<file path="src/rtl/rf_wb_pkg.sv">
// Shared widths and payload type for the register-file writeback path.
package rf_wb_pkg;

    localparam int unsigned RF_KEY_W    = 5;
    localparam int unsigned RF_DATA_W   = 32;
    localparam int unsigned RF_NUM_REGS = 32;

    localparam logic [RF_KEY_W-1:0] RF_ZERO_KEY = '0;

    typedef struct packed {
        logic [RF_KEY_W-1:0]  key;
        logic [RF_DATA_W-1:0] value;
    } rf_write_t;

endpackage

</file>
<file path="src/rtl/rf_wb_fifo.sv">
// Circular buffer holding load results until they win the write port.
module rf_wb_fifo
    import rf_wb_pkg::*;
#(
    parameter int unsigned DEPTH = 4,
    parameter type         T     = rf_write_t
) (
    input  logic                   clk,
    input  logic                   reset,
    input  logic                   push,
    input  T                       push_data,
    input  logic                   pop,
    output T                       head,
    output logic [$clog2(DEPTH):0] count,
    output logic                   full,
    output logic                   empty
);

    localparam int unsigned PTR_W = $clog2(DEPTH);
    localparam int unsigned CNT_W = PTR_W + 1;

    T                 mem [DEPTH];
    logic [PTR_W-1:0] wr_ptr;
    logic [PTR_W-1:0] rd_ptr;
    logic             push_ok;
    logic             pop_ok;

    assign full    = (count == CNT_W'(DEPTH));
    assign empty   = (count == '0);
    assign push_ok = push && !full;
    assign pop_ok  = pop && !empty;
    assign head    = mem[rd_ptr];

    always_ff @(posedge clk or posedge reset) begin
        if (reset) begin
            wr_ptr <= '0;
            rd_ptr <= '0;
            count  <= '0;
        end else begin
            if (push_ok) wr_ptr <= wr_ptr + PTR_W'(1);
            if (pop_ok)  rd_ptr <= rd_ptr + PTR_W'(1);
            case ({push_ok, pop_ok})
                2'b10:   count <= count + CNT_W'(1);
                2'b01:   count <= count - CNT_W'(1);
                default: count <= count;
            endcase
        end
    end

    // Storage needs no reset; occupancy alone defines validity.
    always_ff @(posedge clk) begin
        if (push_ok) mem[wr_ptr] <= push_data;
    end

endmodule

</file>
<file path="src/rtl/rf_writeback_unit.sv">
// Serialises ALU and load results onto the single register-file write port
// and tracks pending writes in a 32-entry busy scoreboard.
module rf_writeback_unit
    import rf_wb_pkg::*;
#(
    parameter int unsigned LD_FIFO_DEPTH = 4
) (
    input  logic                           clk,
    input  logic                           reset,
    input  logic                           alu_valid,
    output logic                           alu_ready,
    input  logic [RF_KEY_W-1:0]            alu_key,
    input  logic [RF_DATA_W-1:0]           alu_value,
    input  logic                           ld_valid,
    output logic                           ld_ready,
    input  logic [RF_KEY_W-1:0]            ld_key,
    input  logic [RF_DATA_W-1:0]           ld_value,
    input  logic                           sb_set_enable,
    input  logic [RF_KEY_W-1:0]            sb_set_key,
    input  logic [RF_KEY_W-1:0]            sb_query1_key,
    input  logic [RF_KEY_W-1:0]            sb_query2_key,
    output logic                           sb_query1_busy,
    output logic                           sb_query2_busy,
    output logic                           rf_portD_enable,
    output logic [RF_KEY_W-1:0]            rf_portD_key,
    output logic [RF_DATA_W-1:0]           rf_portD_value,
    output logic [$clog2(LD_FIFO_DEPTH):0] ld_fifo_count
);

    rf_write_t              ld_write;
    rf_write_t              fifo_head;
    rf_write_t              wr_data;
    logic                   fifo_full;
    logic                   fifo_empty;
    logic                   fifo_push;
    logic                   fifo_pop;
    logic                   wr_en;
    logic [RF_NUM_REGS-1:0] busy_q;
    logic [RF_NUM_REGS-1:0] busy_d;

    assign alu_ready = !fifo_full;
    assign ld_ready  = !fifo_full;
    assign fifo_push = ld_valid && ld_ready && (ld_key != RF_ZERO_KEY);
    assign ld_write  = {ld_key, ld_value};

    rf_wb_fifo #(
        .DEPTH (LD_FIFO_DEPTH),
        .T     (rf_write_t)
    ) u_ld_fifo (
        .clk       (clk),
        .reset     (reset),
        .push      (fifo_push),
        .push_data (ld_write),
        .pop       (fifo_pop),
        .head      (fifo_head),
        .count     (ld_fifo_count),
        .full      (fifo_full),
        .empty     (fifo_empty)
    );

    // Port arbitration: a full FIFO drains first, otherwise the ALU wins.
    always_comb begin
        wr_en    = 1'b0;
        fifo_pop = 1'b0;
        wr_data  = fifo_head;
        if (fifo_full) begin
            wr_en    = 1'b1;
            fifo_pop = 1'b1;
        end else if (alu_valid && (alu_key != RF_ZERO_KEY)) begin
            wr_en   = 1'b1;
            wr_data = {alu_key, alu_value};
        end else if (!fifo_empty) begin
            wr_en    = 1'b1;
            fifo_pop = 1'b1;
        end
    end

    always_ff @(posedge clk or posedge reset) begin
        if (reset) begin
            rf_portD_enable <= 1'b0;
            rf_portD_key    <= '0;
            rf_portD_value  <= '0;
        end else begin
            rf_portD_enable <= wr_en;
            if (wr_en) begin
                rf_portD_key   <= wr_data.key;
                rf_portD_value <= wr_data.value;
            end
        end
    end

    // Set is applied after clear so a same-cycle collision stays busy.
    always_comb begin
        busy_d = busy_q;
        if (wr_en)         busy_d[wr_data.key] = 1'b0;
        if (sb_set_enable) busy_d[sb_set_key]  = 1'b1;
        busy_d[0] = 1'b0;
    end

    always_ff @(posedge clk or posedge reset) begin
        if (reset) busy_q <= '0;
        else       busy_q <= busy_d;
    end

    assign sb_query1_busy = busy_q[sb_query1_key];
    assign sb_query2_busy = busy_q[sb_query2_key];

endmodule

</file>
<file path="config.mk">
export PLATFORM = sky130hd
export DESIGN_NAME = rf_writeback_unit
export DESIGN_NICKNAME = d
export VERILOG_FILES = /design/src/rtl/rf_wb_pkg.sv /design/src/rtl/rf_wb_fifo.sv /design/src/rtl/rf_writeback_unit.sv
export SDC_FILE = /design/constraint.sdc
export NUM_CORES = 1
export LEC_CHECK = 0
export CAP_MARGIN = 20
export CORE_MARGIN = 2
export CORE_UTILIZATION = 40
export CTS_CLUSTER_DIAMETER = 50
export DETAILED_ROUTE_END_ITERATION = 7
export SETUP_SLACK_MARGIN = 0.05
export SYNTH_ARGS = -nofsm -noshare
export SYNTH_HDL_FRONTEND = slang
export SYNTH_SLANG_ARGS = --single-unit
</file>
<file path="constraint.sdc">
create_clock -name clk -period 4.1 [get_ports clk]
set_input_delay 1.23 -clock clk [delete_from_list [all_inputs] [get_ports clk]]
set_output_delay 1.23 -clock clk [all_outputs]
set_load 0.05 [all_outputs]
</file>
-- Word level (Yosys, flattened, before mapping)
Memory sizes are Yosys's and may differ from the RTL's.
Cells that the tools add are included.
Widths: inputs -> output; s select.
- $add $sub $neg: 4
- order comparisons: 6
- equality and inequality tests: 3
- muxes and demuxes: 20
- bitwise logic cells: 3
- reductions and logical operators: 13
- operator list (operator ; count):
    $mux 37 ; 2
    $mux 32 ; 2
    $and 32x32->32 ; 1
    $not 32->32 ; 1
    $or 32x32->32 ; 1
    $lt 5x6->1 const B ; 4
    $mux 1 ; 11
    $bmux 1 s5 ; 2
    $demux 1 s5 ; 2
    $ge 5x1->1 const B ; 2
    $reduce_bool 5->1 ; 2
    $logic_and 1x1->1 ; 7
    $pmux 3 s2 ; 1
    $add 2x1->2 const B ; 2
    $add 3x1->3 const B ; 1
    $eq 3x3->1 const B ; 1
    $logic_not 3->1 ; 1
    $sub 3x1->3 const B ; 1
    $eq 2x1->1 const B ; 1
    $eq 2x2->1 const B ; 1
    $logic_not 1->1 ; 2
    $reduce_bool 2->1 ; 1
- flip-flop bits (word level): 76
- bits in writable memories: 148
- input bits: 94
- output and inout port bits: 45
- memories: 1
- memory list (name ; words ; width ; read ports ; clocked after Yosys merged registers in ; write ports ; line ; text):
    u_ld_fifo.mem ; 4 ; 37 ; 1 ; 0 ; 1 ; rf_wb_fifo.sv:22 ; T mem [DEPTH];

-- Logic depth before layout (Yosys ltp)
Gate-level depths: netlist of the first run.
- depth after elaboration: 13
- gate-level depth with buffers: 11
- gate-level depth less buffers: 9

-- Cells and area by module
Synthesis of the first run repeated with hierarchy kept, for this count alone.
- cell total of the unflattened synthesis: 663
- area, all modules: 9540.4 µm²
- modules (own cells, without submodules) (module ; instances ; cells an instance ; area an instance (µm²) ; sequential area each (µm²)):
    rf_wb_fifo ; 1 ; 231 ; 5759.3 ; 4619.4
    rf_writeback_unit ; 1 ; 432 ; 3781.1 ; 1726.7

-- Worst setup path after synthesis of the first run
OpenSTA, ideal clock, no wires.
- path kind: input port to output port
- start point: input port sb_query1_key[0]
- end point: output port sb_query1_busy
- arrival time: 3035 ps
- data required time: 2870 ps
- setup slack: -165 ps
- stages on the path: 4
- buffers on the path: 1
- path through: clkbuf_1 > mux4_2 > mux4_2 > mux2_2
- cells in the longest elaborated chain, start to end: 2
- ends and longest elaborated chain (what ; line ; text):
    start, declared ; rf_writeback_unit.sv:20 ; input logic [RF_KEY_W-1:0] sb_query1_key,
    $bmux 1 s5 ; rf_writeback_unit.sv:105 ; assign sb_query1_busy = busy_q[sb_query1_key];
    $mux 1 (not written as such) ; rf_writeback_unit.sv:105 ;
    end, declared ; rf_writeback_unit.sv:22 ; output logic sb_query1_busy,
Every way passes these cells. The select of a mux whose other input is x is not followed.

-- Final worst setup path of the first run
- start point: input port sb_query2_key[0]
- end point: output port sb_query2_busy
- cells in the longest elaborated chain, start to end: 2
- ends and longest elaborated chain (what ; line ; text):
    start, declared ; rf_writeback_unit.sv:21 ; input logic [RF_KEY_W-1:0] sb_query2_key,
    $bmux 1 s5 ; rf_writeback_unit.sv:106 ; assign sb_query2_busy = busy_q[sb_query2_key];
    $mux 1 (not written as such) ; rf_writeback_unit.sv:106 ;
    end, declared ; rf_writeback_unit.sv:23 ; output logic sb_query2_busy,
Every way passes these cells. The select of a mux whose other input is x is not followed.

==> impl_metrics.toml, run 1 <==
[grt]
grt_pass1_vias = 6626
antenna_found_initial = 1
grt_pass1_wl_mm = 36.9
grt_overflow = 0
grt_max_degree = 55
track_usage = 0.183

[power_and_ir_drop]
leakagePower_nw = 4.71
combinationalPowerShare = 0.366
total_power_mw = 9.60
vdd_drop_max_mv = 0.404
intPower_mw = 6.15
swShare = 0.360
clkPwrFrac = 0.266
p_sw_mw = 3.45
pwr-share-seq = 0.368
p_per_area_nw_per_um2 = 759

[cts]
clock_sinks = 224
clk_pin_slew_worst_paths_ns = 0.05
cts_tree = "done"
htree_num_levels = 1
cts_buffer_depth = 3
clk_latency_ns = 0.52
cts_root_buffer = "clkbuf_16"
cts_setup_buffers = 0
cts_buffers = 28

[setup_path]
reg2reg_slack_ns = 1.33
crit_fanout = 5
r2r_cells = 5
critPathLaunchType = "input port"
path_class = "input port to output port"
arrival_ns = 2.85
cp-end-kind = "output port"
cp_data_required_time_ns = 2.87

[floorplanning]
die_h_um = 160
die_w_um = 160
rows = 57
die_area_um2 = 25600
core_um2 = 24100
ios = 139
start_util = 0.403

[route]
viasPerCell = 5.38
dr.pass1.iters = 5
drt_wl_total_mm = 23.3
wl_per_cell_um = 20.2
drc = 0
drtIter0Drc = 367
vias = 6213
ant_nets = 0

[worst_hold_path]
whs_path_depth = 2
hold_class = "flip-flop to flip-flop"

[placement]
placed_area_um2 = 11600
gp_congestion = 0.856
dp_cells = 1100
dp_slack_ns = -0.472
io_buffers = 138
hpwl_mm = 15.9

[sta]
relSlewSlack = 0.497
clock_skew_ns = 0.00878
rsz0062_at_grt = "yes"
hold-worst-slack_ns = 0.540
setup_viol = 0
fmax_mhz = 245
worst_slack_ns = 0.0211
fin_crit_sh = 0.995
setup_tns_ns = 0
finalHoldViolCount = 0
fin_crit_ns = 4.08
tightestPinTransition_ns = 0.754
finalMaxSlewViolations = 0

[cells_and_area]
design_area_um2 = 12700
area_growth_pct = 30.2
stdcell_count = 1154
multi_input_area_um2 = 3070
final_nets = 909
area.sequential_um2 = 6350
diodes = 0
num-fill-cells = 2076
final_layout_size_suffix_gt1_frac = 0.195
post-route-util = 0.525

[synth]
syn-cell-area_um2 = 9720
yosysSeqAreaShare = 0.653
ys_ff_latch = 224
yosysUniqueCellTypes = 53
synth_cells = 650
yosys_warnings = 0
avgSynthCellArea_um2 = 15.0
async_flop_share = 0.339
synth_nets = 750
synth_edf_count = 148
synth_ff_type = "edfxtp_1"

[job]
drv_cap = 0

[outcome]
status = "complete, no violations"
Yosys cell counts, types with 3 or more instances:
master,count,area share
a211oi_1,10,0.0077
a31oi_1,34,0.022
and2_1,7,0.0045
buf_2,11,0.0057
buf_6,4,0.0046
clkbuf_1,22,0.0085
dfrtp_1,76,0.20
edfxtp_1,148,0.46
ha_1,5,0.0064
inv_1,31,0.012
mux2_2,4,0.0046
mux4_1,4,0.011
mux4_2,51,0.12
nand2_1,82,0.032
nand3_1,16,0.0082
nand3b_1,6,0.0046
nand4_1,3,0.0019
nor2_1,46,0.018
o211ai_1,5,0.0039
o21ai_0,7,0.0036
o21ai_1,3,0.0015
o221ai_1,8,0.0072
o221ai_2,6,0.0093
o22ai_1,10,0.0064
o2bb2ai_1,5,0.0045
o31ai_1,4,0.0031
or3_1,5,0.0032
or3b_2,3,0.0027
xnor2_1,3,0.0027
xor2_1,3,0.0027
layout make-up:
| class | instances | area share |
|---|---|---|
| timing repair buffer | 169 | 0.137 |
| clock buffer | 30 | 0.0576 |
| multi-input combinational | 354 | 0.242 |
| tap | 324 | 0.0320 |
| inverter | 32 | 0.00959 |
| clock inverter | 21 | 0.0199 |
| sequential | 224 | 0.502 |
sequential cells by signal (all words and copies together), names as in the netlist:
name              cells
u_ld_fifo.rd_ptr      2
rf_portD_key          5
u_ld_fifo.mem       148
rf_portD_enable       1
u_ld_fifo.count       3
u_ld_fifo.wr_ptr      2
busy_q               31
rf_portD_value       32
critical path, cell delays in order:
cell and delay, ns:
buf_8 0.09, buf_12 0.11, mux4_2 0.50, mux4_2 0.47
mux2_4 0.29, buf_8 0.15
cells in the final DEF (no fill, tap or decap), types with 4 or more instances in the layout:
master | synthesis | layout
mux4_2 | 51 | 51
mux2_4 | 2 | 4
a31oi_1 | 34 | 34
o31ai_1 | 4 | 4
bufinv_16 | 0 | 5
clkdlybuf4s50_1 | 0 | 132
mux4_1 | 4 | 4
nand3_1 | 16 | 16
o221ai_2 | 6 | 6
edfxtp_1 | 148 | 148
clkinv_2 | 0 | 10
buf_12 | 0 | 5
nand3b_1 | 6 | 6
ha_1 | 5 | 5
o22ai_1 | 10 | 10
o2bb2ai_1 | 5 | 5
inv_1 | 31 | 30
and2_2 | 0 | 4
o21ai_0 | 7 | 7
o211ai_1 | 5 | 5
nand2_1 | 82 | 82
dfrtp_1 | 76 | 74
or3_1 | 5 | 5
nor2_1 | 46 | 46
a211oi_1 | 10 | 10
clkbuf_16 | 0 | 29
buf_4 | 2 | 23
o221ai_1 | 8 | 8
power by group through the flow:
stage | combinational (mW) | clock (mW) | sequential (mW)
global placement | 3.45 | 0 | 3.55
detailed placement | 3.51 | 0 | 3.58
floorplan | 1.80 | 0 | 4.08
finish | 3.51 | 2.56 | 3.53
global route | 3.76 | 2.69 | 3.62
CTS | 3.55 | 2.61 | 3.54
repair_timing:
action	CTS	global route
hold endpoints to repair	0	0
gates cloned	2	0
gates resized for setup	24	4
hold buffers	0	0
endpoints found under the setup margin	2	2
path summary, 6_finish.rpt:
| kind | end | startpoint |
|---|---|---|
| setup / recovery | sb_query2_busy | sb_query2_key[0] |
| hold / removal | busy_q[29]$_DFF_PP0_ | busy_q[29]$_DFF_PP0_ |
| setup reg to reg | busy_q[3]$_DFF_PP0_ | u_ld_fifo.rd_ptr[0]$_DFFE_PP0P_ |
| hold reg to reg | busy_q[29]$_DFF_PP0_ | busy_q[29]$_DFF_PP0_ |
| max in group asynchronous | busy_q[16]$_DFF_PP0_ | reset |
| min in group asynchronous | rf_portD_value[13]$_DFFE_PP0N_ | reset |
metal layers:
| metal | global-route usage | share of wire | vias to the layer above |
|---|---|---|---|
| met5 | 0 | 0.00069 | - |
| met1 | 0.244 | 0.43 | 3151 |
| met4 | 0.0446 | 0.019 | 2 |
| met3 | 0.0410 | 0.062 | 44 |
| li1 | - | - | 2834 |
| met2 | 0.308 | 0.48 | 182 |
logic make-up (layout without fill, tap and decap cells):
family	after synthesis	after routing	share of synthesized area
flip-flops	224	224	0.653
AND/OR/NAND/NOR	176	176	0.0819
buffers and inverters	72	252	0.0331
adder cells (fa/ha/maj)	6	6	0.00849
multiplexers	63	63	0.139
XOR/XNOR	6	6	0.00541
AO/OA/AOI/OAI	103	103	0.0797
Note: power is estimated with default switching activity, not from simulation.
==> inputs of run 2 (changes only) <==
--- a/config.mk
+++ b/config.mk
@@ -7,9 +7,10 @@
 export LEC_CHECK = 0
 export CAP_MARGIN = 20
 export CORE_MARGIN = 2
-export CORE_UTILIZATION = 40
+export CORE_UTILIZATION = 49
 export CTS_CLUSTER_DIAMETER = 50
 export DETAILED_ROUTE_END_ITERATION = 7
+export PLACE_DENSITY = 0.76
 export SETUP_SLACK_MARGIN = 0.05
 export SYNTH_ARGS = -nofsm -noshare
 export SYNTH_HDL_FRONTEND = slang
==> impl_metrics.toml, run 2 (synthesis results as in run 1) <==
[job]
drv_cap = 0

[sta]
finalMaxSlewViolations = 0
finalHoldViolCount = 0
tightestPinTransition_ns = 0.865
rsz0062_at_grt = "yes"
relSlewSlack = 0.424
fmax_mhz = 245
clock_skew_ns = 0.0202
fin_crit_sh = 0.995
setup_viol = 0
setup_tns_ns = 0
fin_crit_ns = 4.08

[grt]
grt_pass1_wl_mm = 35.3
track_usage = 0.223
grt_pass1_vias = 6611
grt_overflow = 0
antenna_found_initial = 2
grt_max_degree = 66

[worst_hold_path]
whs_path_depth = 1
hp-start = "busy_q[13]$_DFF_PP0_"
holdPathEnd = "busy_q[13]$_DFF_PP0_"
hold_class = "flip-flop to flip-flop"

[setup_path]
worst_r2r_startpoint = "u_ld_fifo.rd_ptr[0]$_DFFE_PP0P_"
crit_fanout = 5
critPathMaxStageDelay_ns = 0.49
path_class = "input port to output port"
arrival_ns = 2.85
path_cells = "buf_8 -> buf_12 -> mux4_2 -> mux4_2 -> mux2_4 -> buf_8"
reg2reg_slack_ns = 1.41
r2r_cells = 5
r2r_end = "busy_q[1]$_DFF_PP0_"
cpMaxStageDelayCell = "mux4_2"
critPathLaunchType = "input port"
cp_data_required_time_ns = 2.87
cp-end-kind = "output port"

[route]
wl_per_cell_um = 21.0
drt_wl_total_mm = 22.9
viasPerCell = 5.73
drc = 0
dr.pass1.iters = 5
vias = 6262
drtIter0Drc = 514
ant_nets = 0

[cts]
clk_pin_slew_worst_paths_ns = 0.06
clock_sinks = 224
cts_tree = "done"
ctsHoldBuffers = 0
clk_latency_ns = 0.53
cts_root_buffer = "clkbuf_16"
cts_buffer_depth = 3
cts_buffers = 26
htree_num_levels = 1
cts_setup_buffers = 0

[floorplanning]
start_util = 0.500
die_h_um = 145
rows = 51
ios = 139
core_um2 = 19500
die_area_um2 = 21000
die_w_um = 145

[placement]
placed_area_um2 = 11500
gp_congestion = 0.889
dp_cells = 1040
hpwl_mm = 15.5
io_buffers = 138

[outcome]
status = "complete, no violations"

[cells_and_area]
largest_register_ffs = 148
design_area_um2 = 12500
stdcell_count = 1092
multi_input_area_um2 = 3070
largest_register = "u_ld_fifo.mem"
num-fill-cells = 1385
reg_top3 = "u_ld_fifo.mem (148), rf_portD_value (32), busy_q (31)"
final_common_cell = "edfxtp_1"
final_cell_mix = "148 x edfxtp_1, 132 x clkdlybuf4s50_1, 82 x nand2_1"
final_layout_size_suffix_gt1_frac = 0.183
final_nets = 905
area.sequential_um2 = 6350
area_growth_pct = 28.2

[power_and_ir_drop]
p_per_area_nw_per_um2 = 746
leakagePower_nw = 4.63
vdd_drop_max_mv = 0.495
[run 2: changes by cell type in the layout (fill, tap and decap cells not counted), sizes merged]
cell	change
buf	-2
bufinv	-3
clkbuf	-2
clkdlybuf4s15	+1
clkinvlp	+1
diode	+2
[run 2: per-layer routing]
metal  global-route usage  vias up  wire length (µm)
li1                     -     2825                 -
met1                0.282     3171              9030
met2                0.387      218             11800
met3               0.0421       48              1360
met4               0.0782        0               706
met5                    0        -                 0
[run 2: area by class of cell]
class / count / share of cell area
multi-input cells: 354 / 0.246
diodes: 2 / 0.000402
flip-flops and latches: 224 / 0.509
clock inverters: 19 / 0.0140
repair buffers: 167 / 0.141
clock buffers: 29 / 0.0531
well taps: 265 / 0.0266
inverters: 32 / 0.00974
[run 2: worst max-delay path by stage]
stage	from	end	cells past startpoint
6_report	sb_query1_key[0]	sb_query1_busy	6
5_1_grt	sb_query1_key[0]	sb_query1_busy	6
4_1_cts	sb_query1_key[0]	sb_query1_busy	6
2_1_floorplan	sb_query1_key[0]	sb_query1_busy	4
3_5_place_dp	sb_query1_key[0]	sb_query1_busy	6
3_3_place_gp	sb_query1_key[0]	sb_query1_busy	6
[run 2: timing repair]
item / in CTS / in global routing
gates cloned: 2 / 0
hold endpoints to repair: 0 / 0
resized for setup: 25 / 1
endpoints found under the setup margin: 2 / 2
[run 2: through the flow]
step / hold WS [ns] / utilization / power (mW) / setup slack, ns
6_report: 0.526 / 0.640 / 9.30 / 0.0196
5_1_grt: 0.551 / 0.640 / 9.74 / -0.0234
4_1_cts: 0.523 / 0.640 / 9.36 / 0.00793
3_5_place_dp: 0.507 / 0.593 / 7.10 / -0.468
3_3_place_gp: 0.501 / 0.593 / 6.96 / -0.439
2_1_floorplan: 0.467 / - / 5.88 / 0.0667
[run 2: power by group]
group	internal [mW]	switching, mW
combinational	1.48	2.09
sequential	3.09	0.426
clock	1.30	0.916
[run 2: critical path, delay by kind of cell]
kind	cells	cell delay, ns
buffers and inverters	3	0.36
multiplexers	3	1.26
